$ cat src/rtl/fp_pkg.sv
// Shared definitions for the fp adder issue/retire controller.
//   FP_W / EXP_MSB / EXP_LSB : IEEE-754 single-precision field layout
//   FPADD_LAT                : default adder pipeline latency
//   TAG_MAX_W                : widest user tag a track stage can carry
//   track_stage_t            : one entry of the in-flight tracking shift register
//   is_zero()                : +0 / -0 detection (sign ignored)
package fp_pkg;

  localparam int FP_W      = 32;
  localparam int EXP_MSB   = 30;
  localparam int EXP_LSB   = 23;
  localparam int FPADD_LAT = 10;
  localparam int TAG_MAX_W = 16;

  typedef struct packed {
    logic                 vld;
    logic [TAG_MAX_W-1:0] tag;
    logic                 byp;
    logic [FP_W-1:0]      bypval;
  } track_stage_t;

  localparam track_stage_t TRACK_IDLE = '{
    vld:    1'b0,
    tag:    {TAG_MAX_W{1'b0}},
    byp:    1'b0,
    bypval: {FP_W{1'b0}}
  };

  // Zero exponent and zero mantissa; the sign bit does not matter.
  function automatic logic is_zero(input logic [FP_W-1:0] x);
    return (x[EXP_MSB:EXP_LSB] == 8'd0) && (x[EXP_LSB-1:0] == 23'd0);
  endfunction

endpackage

$ cat src/rtl/fpadd_result_fifo.sv
// Result FIFO for the fp adder controller. Registered storage, read data is
// mem[rd] (not fall-through). Pop while empty and push while full are ignored.
//   clk, reset (async active-low)
//   push/wdata  : write one entry
//   pop         : release the head entry
//   rdata       : head entry
//   count       : occupancy 0..DEPTH
//   full/empty  : occupancy flags
module fpadd_result_fifo #(
  parameter  int DEPTH = 16,
  parameter  int W     = 36,
  localparam int PW    = $clog2(DEPTH),
  localparam int CW    = $clog2(DEPTH + 1)
) (
  input  logic          clk,
  input  logic          reset,
  input  logic          push,
  input  logic [W-1:0]  wdata,
  input  logic          pop,
  output logic [W-1:0]  rdata,
  output logic [CW-1:0] count,
  output logic          full,
  output logic          empty
);

  logic [W-1:0]  mem_r [DEPTH];
  logic [PW-1:0] wr_r;
  logic [PW-1:0] rd_r;
  logic [CW-1:0] count_r;
  logic          do_push_s;
  logic          do_pop_s;

  // Qualified push/pop and status flags.
  always_comb begin
    full      = (count_r == CW'(DEPTH));
    empty     = (count_r == CW'(0));
    do_push_s = push & ~full;
    do_pop_s  = pop & ~empty;
    count     = count_r;
    rdata     = mem_r[rd_r];
  end

  // Storage array.
  always_ff @(posedge clk or negedge reset) begin
    if (!reset) begin
      for (int i = 0; i < DEPTH; i++) begin
        mem_r[i] <= {W{1'b0}};
      end
    end else if (do_push_s) begin
      mem_r[wr_r] <= wdata;
    end
  end

  // Pointers wrap naturally because DEPTH is a power of two.
  always_ff @(posedge clk or negedge reset) begin
    if (!reset) begin
      wr_r <= PW'(0);
      rd_r <= PW'(0);
    end else begin
      if (do_push_s) wr_r <= wr_r + PW'(1);
      if (do_pop_s)  rd_r <= rd_r + PW'(1);
    end
  end

  // Occupancy: simultaneous push and pop leaves it unchanged.
  always_ff @(posedge clk or negedge reset) begin
    if (!reset) begin
      count_r <= CW'(0);
    end else begin
      case ({do_push_s, do_pop_s})
        2'b10:   count_r <= count_r + CW'(1);
        2'b01:   count_r <= count_r - CW'(1);
        default: count_r <= count_r;
      endcase
    end
  end

endmodule

$ cat src/rtl/fpadd_issue_ctrl.sv
// Issue/retire controller around a fixed-latency, non-stallable fp adder.
//   in_valid/in_ready/in_a/in_b/in_tag : operand handshake
//   add_a/add_b                        : registered operands to the adder
//   add_sum                            : adder result, LAT cycles after add_a/add_b
//   out_valid/out_ready/out_sum/out_tag: result handshake (FIFO head)
//   busy                               : anything in flight or buffered
// Admission is credit based: an op is accepted only while in-flight plus
// buffered results are below DEPTH, so every retiring result has a FIFO slot.
// Zero operands bypass the adder through the tracking register, which keeps
// them in acceptance order with the real sums.
module fpadd_issue_ctrl
  import fp_pkg::*;
#(
  parameter int LAT   = FPADD_LAT,
  parameter int DEPTH = 16,
  parameter int TAGW  = 4
) (
  input  logic            clk,
  input  logic            reset,
  input  logic            in_valid,
  output logic            in_ready,
  input  logic [31:0]     in_a,
  input  logic [31:0]     in_b,
  input  logic [TAGW-1:0] in_tag,
  output logic [31:0]     add_a,
  output logic [31:0]     add_b,
  input  logic [31:0]     add_sum,
  output logic            out_valid,
  input  logic            out_ready,
  output logic [31:0]     out_sum,
  output logic [TAGW-1:0] out_tag,
  output logic            busy
);

  localparam int CW = $clog2(DEPTH + 1);
  localparam int FW = FP_W + TAGW;

  logic            acc_s;
  logic            retire_s;
  logic            pop_s;
  logic            zero_a_s;
  logic            zero_b_s;
  logic            full_s;
  logic            empty_s;
  logic            unused_s;
  logic [CW-1:0]   inflight_r;
  logic [CW-1:0]   count_s;
  logic [CW:0]     credits_used_s;
  logic [FP_W-1:0] add_a_r;
  logic [FP_W-1:0] add_b_r;
  logic [FP_W-1:0] ret_sum_s;
  logic [FW-1:0]   push_data_s;
  logic [FW-1:0]   pop_data_s;
  track_stage_t    stage0_s;
  track_stage_t    trk_r [0:LAT];

  // Credit check, acceptance and the entry for tracking stage 0.
  always_comb begin
    credits_used_s  = {1'b0, inflight_r} + {1'b0, count_s};
    in_ready        = (credits_used_s < (CW + 1)'(DEPTH));
    acc_s           = in_valid & in_ready;
    zero_a_s        = is_zero(in_a);
    zero_b_s        = is_zero(in_b);
    stage0_s.vld    = acc_s;
    stage0_s.tag    = TAG_MAX_W'(in_tag);
    stage0_s.byp    = zero_a_s | zero_b_s;
    // With both operands zero the result is in_b.
    stage0_s.bypval = zero_a_s ? in_b : in_a;
  end

  // Retire path and output-side status.
  always_comb begin
    retire_s    = trk_r[LAT].vld;
    ret_sum_s   = trk_r[LAT].byp ? trk_r[LAT].bypval : add_sum;
    push_data_s = {ret_sum_s, trk_r[LAT].tag[TAGW-1:0]};
    pop_s       = ~empty_s & out_ready;
    out_valid   = ~empty_s;
    out_sum     = pop_data_s[FW-1:TAGW];
    out_tag     = pop_data_s[TAGW-1:0];
    busy        = (inflight_r != CW'(0)) | (count_s != CW'(0));
    add_a       = add_a_r;
    add_b       = add_b_r;
    unused_s    = ^{trk_r[LAT].tag, full_s};
  end

  // Adder operand registers; idle cycles feed zeros whose result is ignored.
  always_ff @(posedge clk or negedge reset) begin
    if (!reset) begin
      add_a_r <= {FP_W{1'b0}};
      add_b_r <= {FP_W{1'b0}};
    end else begin
      add_a_r <= acc_s ? in_a : {FP_W{1'b0}};
      add_b_r <= acc_s ? in_b : {FP_W{1'b0}};
    end
  end

  // Tracking shift register: one extra stage covers the operand register.
  always_ff @(posedge clk or negedge reset) begin
    if (!reset) begin
      for (int i = 0; i <= LAT; i++) begin
        trk_r[i] <= TRACK_IDLE;
      end
    end else begin
      trk_r[0] <= stage0_s;
      for (int i = 1; i <= LAT; i++) begin
        trk_r[i] <= trk_r[i-1];
      end
    end
  end

  // In-flight counter for credit accounting.
  always_ff @(posedge clk or negedge reset) begin
    if (!reset) begin
      inflight_r <= CW'(0);
    end else begin
      case ({acc_s, retire_s})
        2'b10:   inflight_r <= inflight_r + CW'(1);
        2'b01:   inflight_r <= inflight_r - CW'(1);
        default: inflight_r <= inflight_r;
      endcase
    end
  end

  fpadd_result_fifo #(
    .DEPTH (DEPTH),
    .W     (FW)
  ) u_fifo (
    .clk   (clk),
    .reset (reset),
    .push  (retire_s),
    .wdata (push_data_s),
    .pop   (pop_s),
    .rdata (pop_data_s),
    .count (count_s),
    .full  (full_s),
    .empty (empty_s)
  );

endmodule

$ cat config.mk
export PLATFORM = sky130hd
export DESIGN_NAME = fpadd_issue_ctrl
export DESIGN_NICKNAME = d
export VERILOG_FILES = /design/src/rtl/fp_pkg.sv /design/src/rtl/fpadd_result_fifo.sv /design/src/rtl/fpadd_issue_ctrl.sv
export SDC_FILE = /design/constraint.sdc
export NUM_CORES = 1
export LEC_CHECK = 0
export CAP_MARGIN = 20
export CELL_PAD_IN_SITES_DETAIL_PLACEMENT = 0
export CELL_PAD_IN_SITES_GLOBAL_PLACEMENT = 1
export CORE_MARGIN = 2
export CORE_UTILIZATION = 31
export CTS_BUF_LIST = sky130_fd_sc_hd__clkbuf_8
export CTS_CLUSTER_DIAMETER = 80
export CTS_CLUSTER_SIZE = 16
export DETAILED_ROUTE_END_ITERATION = 7
export PLACE_DENSITY_LB_ADDON = 0.1
export SYNTH_ARGS = -nofsm -noshare
export SYNTH_HDL_FRONTEND = slang
export SYNTH_SLANG_ARGS = --single-unit
$ cat constraint.sdc
create_clock -name clk -period 4.52 [get_ports clk]
set_input_delay 0.904 -clock clk [delete_from_list [all_inputs] [get_ports clk]]
set_output_delay 0.904 -clock clk [all_outputs]
set_load 0.01 [all_outputs]
# == Word-level counts from Yosys, hierarchy flattened ==
# Index checks and enable logic that the tools add are counted.
# op_classes
reduce_logical,12
n_lt_le_gt_ge,4
n_eq_ne,5
n_bitwise,10
mux,12
add_sub_neg,7
# ops
cell,n
$bwmux W576,1
$bmux W36 S4,1
$demux W36 S4,1
$mux W32,4
$mux W36,3
$logic_not A23 Y1,2
$pmux W5 S2,2
$logic_not A8 Y1,2
$add A5 B1 Y5 const B,2
$ge A5 B5 Y1 const B,2
$not A4 Y5,2
$reduce_bool A5 Y1,2
$sub A5 B1 Y5 const B,2
$add A4 B1 Y4 const B,2
$add A5 B5 Y6,1
$lt A6 B5 Y1 const B,1
$eq A5 B5 Y1 const B,1
$logic_not A5 Y1,1
$lt A5 B1 Y1 const B,1
$and A1 B1 Y1,4
$eq A2 B1 Y1 const B,2
$eq A2 B2 Y1 const B,2
$reduce_bool A2 Y1,2
$logic_and A1 B1 Y1,3
other kinds (2),4
# word_totals
regBits,1076
inputBits,104
word_cells,116
output_inout_bits,103

# == Depth between registers and ports, before layout ==
# depth
ltp_word,6
depth_mapped,14
ltp_nobuf,12

# == Hierarchy ==
# Synthesis repeated with hierarchy kept, for this count alone.
# hier_totals
cells_unflattened,2476
hier_area_um2,40998.1
# modules_own_cells
mod,area_per_inst_um2,n_inst,seq_area_each_um2,cells_each
fpadd_result_fifo,27249.9,1,14739.1,1782
fpadd_issue_ctrl,13748.2,1,12186.7,694

# == Worst setup path before layout ==
# OpenSTA, ideal clock, no wires.
# synth_timing
path_type,flip-flop to flip-flop
startpoint,"reg u_fifo.count_r[1], in the netlist u_fifo.count[1]"
endpoint,"reg u_fifo.count_r[4], in the netlist u_fifo.count[4]"
synth_period_minus_slack_ns,3.243
setup_ns,0.116
arrival_ns,3.128
slack_ns,1.277
required_time_ns,4.404
path_stages_with_launch,13
n_path_buf,2
cell_sequence,dfrtp_1 > or4_1 > buf_6 > buf_6 > o21a_1 > inv_1 > ha_1 > inv_1 > fa_1 > nor2b_1 > o21a_1 > mux2_2 > o311ai_0
# synth_between
elab_chain_cells,6
word_cells_on_any_way,13
classes_between,2 x add/sub; 3 x eq/ne; 1 x mux; 5 x bitwise; 2 x reduce/logical
# synth_rtl
element,line,source
"start, declared",fpadd_result_fifo.sv:29,logic [CW-1:0] count_r;
"start signal, assigned",fpadd_result_fifo.sv:71,2'b10: count_r <= count_r + CW'(1);
"start signal, assigned",fpadd_result_fifo.sv:72,2'b01: count_r <= count_r - CW'(1);
"start signal, assigned",fpadd_result_fifo.sv:73,default: count_r <= count_r;
$logic_not A5 Y1,fpadd_result_fifo.sv:36,empty = (count_r == CW'(0));
$not A1 Y1,"fpadd_result_fifo.sv:38, fpadd_issue_ctrl.sv:76",
$and A1 B1 Y1,fpadd_issue_ctrl.sv:76,pop_s = ~empty_s & out_ready;
$and A1 B1 Y1,fpadd_result_fifo.sv:38,do_pop_s = pop & ~empty;
$eq A2 B1 Y1 or $eq A2 B2 Y1 (tied branches),fpadd_result_fifo.sv:70,"case ({do_push_s, do_pop_s})"
$pmux W5 S2 or $reduce_bool A2 Y1 (tied branches),-,
# Parallel ways exist; a longest one is shown, timed or not.
# A chain may end at the register's enable or synchronous reset.

# == Final worst setup path ==
# layout_timing
startpoint,reg u_fifo.rd_r[0]
endpoint,out out_sum[19]
# layout_between
elab_chain_cells,4
# layout_rtl
element,line,source
"start, declared",fpadd_result_fifo.sv:28,logic [PW-1:0] rd_r;
"start signal, assigned",fpadd_result_fifo.sv:61,if (do_pop_s) rd_r <= rd_r + PW'(1);
$not A4 Y5 (implied by the code),fpadd_result_fifo.sv:40,rdata = mem_r[rd_r];
$bmux W36 S4,fpadd_result_fifo.sv:40,
$mux W36 (implied by the code) (2 in series),fpadd_result_fifo.sv:40,
"end, declared",fpadd_issue_ctrl.sv:30,"output logic [31:0] out_sum,"
# Every way passes these cells. The select of a mux whose other input is x is not followed.

==> impl_metrics.yaml <==
critical_path:
  timing.rr.start: "u_fifo.count[1]"
  path_delay_family: "buffers and inverters"
  ff2ff_setup_slack_ps: 980
  end_kind: "primary output"
  r2r_end: "u_fifo.count[4]"
  critPathRequiredTime_ps: 3620
  crit_fanout: 35
  crit_type: "flip-flop to primary output"
  worstPathArrival_ps: 3300
  worstPathCellList: "buf_12 -> mux4_2 -> a22oi_1 -> nand2_1 -> clkdlybuf4s50_1"
  reg2reg_depth: 11
  crit_slowest_cell: "dfrtp_4"
  worst-path-buf-inv: 2
  critPathLaunchType: "flip-flop"
  max_stage_delay_ps: 710
timing:
  worst_pin_slew_ps: 1130
  relSlewSlack: 0.248
  skew_ps: 51.7
  setup_tns_ps: 0
  fin_ws_ps: 318
  setup_viol: 0
  min_period_ps: 4200
  max_freq_ghz: 0.238
  finalCritPeriodShare: 0.930
  hold_violations: 0
  slew_violations: 0
  rsz0062_at_grt: "no"
routing:
  avgViaCountPerCell: 4.76
  remaining_drc_errors: 0
  drtAntennaViolNets: 0
  drtPass1Iterations: 5
  first_iter_violations: 1476
  vias: 22600
  drt_wl_total_um: 102000
  wire_per_inst_um: 21.5
logic_synthesis:
  seq_area_frac_synth: 0.684
  syn_inst: 2910
  ys_top_cells_by_count: "dfrtp_1, nand2_1, o21ai_0"
  syn_area_um2: 39400
  yosysWarnings: 0
  yosysTopAreaCellShare: 0.684
  synth_edf_count: 0
  yosys-top-cells-area: "dfrtp_1, mux4_2, nand2_1"
  synthArstFlopShare: 1.00
  synth_fp_nets: 3032
  ys.flop_type: "dfrtp_1"
  post-synth-top-area-cell: "dfrtp_1"
  yosysMostFrequentCell: "dfrtp_1"
  ys_ff_latch: 1076
  synth_cell_types: 42
  synth.avg_cell_area_um2: 13.5
outcome:
  status: "complete, no violations"
worst_hold_path:
  hp-class: "input pin to async pin"
place:
  dp.cells: 4655
  post-place-ws_ps: 861
  port_buffers: 206
  gp_congestion: 0.732
  hpwl_um: 61700
  place_area_um2: 43800
die:
  die_h_um: 360
  dieArea_um2: 130000
  die_w_um: 360
  std_cell_rows: 130
  design.core.area_um2: 126000
  pin_count: 207
  initial_core_util: 0.313
clock_tree:
  cts_root_buf: "clkbuf_8"
  cts_sinks: 1076
  cts_made_buffers: 78
  clk_latency_ps: 760
  ctsHoldBuffers: 0
  ctsResizeCount: 0
  htree_levels: 3
  clk_pin_slew_ps: 110
  cts_tree: "yes"
  clockBufferDepth: 3
layout:
  fin_area_um2: 45100
  nFillCells: 12200
  nNetsFinal: 3211
  syn2layout_area_growth_pct: 14.4
  drive_gt1_frac: 0.135
  final_cells: 4756
global_routing:
  grt_pass1_wl_um: 159000
  grtUsageTotal: 0.161
  antenna_found_initial: 8
  grt_pass1_vias: 24400
  grt_max_degree: 116
  gr-total-overflow: 0
power_and_ir_drop:
  ir_drop_v: 0.000246
  p_per_area_nw_per_um2: 619
  power.leakage_uw: 0.0200
  power_uw: 27900
run:
  drv_cap: 0
cell families after synthesis:
| family | synth area share |
|---|---|
| xor+xnor | 0.00334 |
| mux | 0.110 |
| fa+ha+maj | 0.00591 |
| flops | 0.684 |
| simple gates | 0.0712 |
| compound gates | 0.0963 |
| buf+inv | 0.0293 |
repair_timing:
item	CTS	global route
endpoints found under the setup margin	7	0
hold endpoints to repair	0	0
buffers inserted	1	0
flip-flops by register name (all words and copies together), names as in the netlist:
| name | cells |
|---|---|
| push_data_s | 4 |
| add_b | 32 |
| u_fifo.rd_r | 4 |
| u_fifo.wr_r | 4 |
| trk_r | 413 |
| add_a | 32 |
| u_fifo.count | 5 |
| inflight_r | 5 |
| retire_s | 1 |
| u_fifo.mem_r | 576 |
stage by stage:
step                      hold WS [ps]  utilization
final                              258        0.358
after detailed placement           335        0.348
after global routing               280        0.358
after floorplan                    331            -
after global placement             331        0.347
after CTS                          225        0.358
worst register-to-register path, cell delays in order, from the launching register on:
cell and delay [ps]:
dfrtp_1 430, or4_1 520, buf_4 280, o21a_1 310, inv_1 90, ha_1 290
inv_1 110, fa_1 420, nor2b_1 150, o21a_1 170, mux2_2 340, o311ai_0 300
final cells by class:
class	count	area (um2)	area share
antenna	6	15.0	0.000333
inverter	8	30.0	0.000666
clock inverter	10	75.1	0.00167
timing repair buffer	319	3390	0.0753
clock buffer	81	1110	0.0247
tap	1650	2060	0.0458
multi-input combinational	1606	11500	0.254
sequential	1076	26900	0.597
routing by layer:
| metal | global-route usage | part of all wire | vias to the layer above |
|---|---|---|---|
| met5 | 0 | 0.00061 | - |
| met4 | 0.0400 | 0.017 | 10 |
| met3 | 0.0324 | 0.051 | 112 |
| met2 | 0.256 | 0.47 | 473 |
| met1 | 0.225 | 0.47 | 11700 |
| li1 | - | - | 10400 |
layout by cell type (no fill, tap or decap), drive strengths merged, types with 6 or more instances in the layout:
master         Yosys  layout
nand2            557     557
mux2              68      68
mux4             144     144
nand4              6       6
a21o              34      34
and2              66      66
diode              0       6
o2111ai           16      16
a22oi             72      72
clkdlybuf4s50      0     205
xor2               8       8
o21ai            519     519
ha                17      17
clkbuf           125      81
dfrtp           1076    1076
nor2               8       8
nor4              14      14
inv                8      16
buf               95     114
mux2i             34      34
xnor2              7       7
report_power, final:
| group | leakage, uW | total, uW | switching, uW | internal [uW] |
|---|---|---|---|---|
| Clock | 0.000633 | 4710 | 3070 | 1640 |
| Sequential | 0.0120 | 13900 | 1530 | 12300 |
| Combinational | 0.00737 | 9340 | 4730 | 4610 |
| Total | 0.0200 | 27900 | 9330 | 18600 |
worst max-delay path by stage:
stage	cells past startpoint	startpoint	slack (ps)	end
after floorplan	12	u_fifo.count[1]	1280	u_fifo.count[4]
after global placement	5	u_fifo.rd_r[0]	830	out_sum[23]
after detailed placement	5	u_fifo.rd_r[0]	860	out_sum[23]
after CTS	5	u_fifo.rd_r[0]	120	out_tag[0]
after global routing	5	u_fifo.rd_r[0]	50	out_sum[7]
final	5	u_fifo.rd_r[0]	320	out_sum[19]
(Power assumes the default switching activity.)
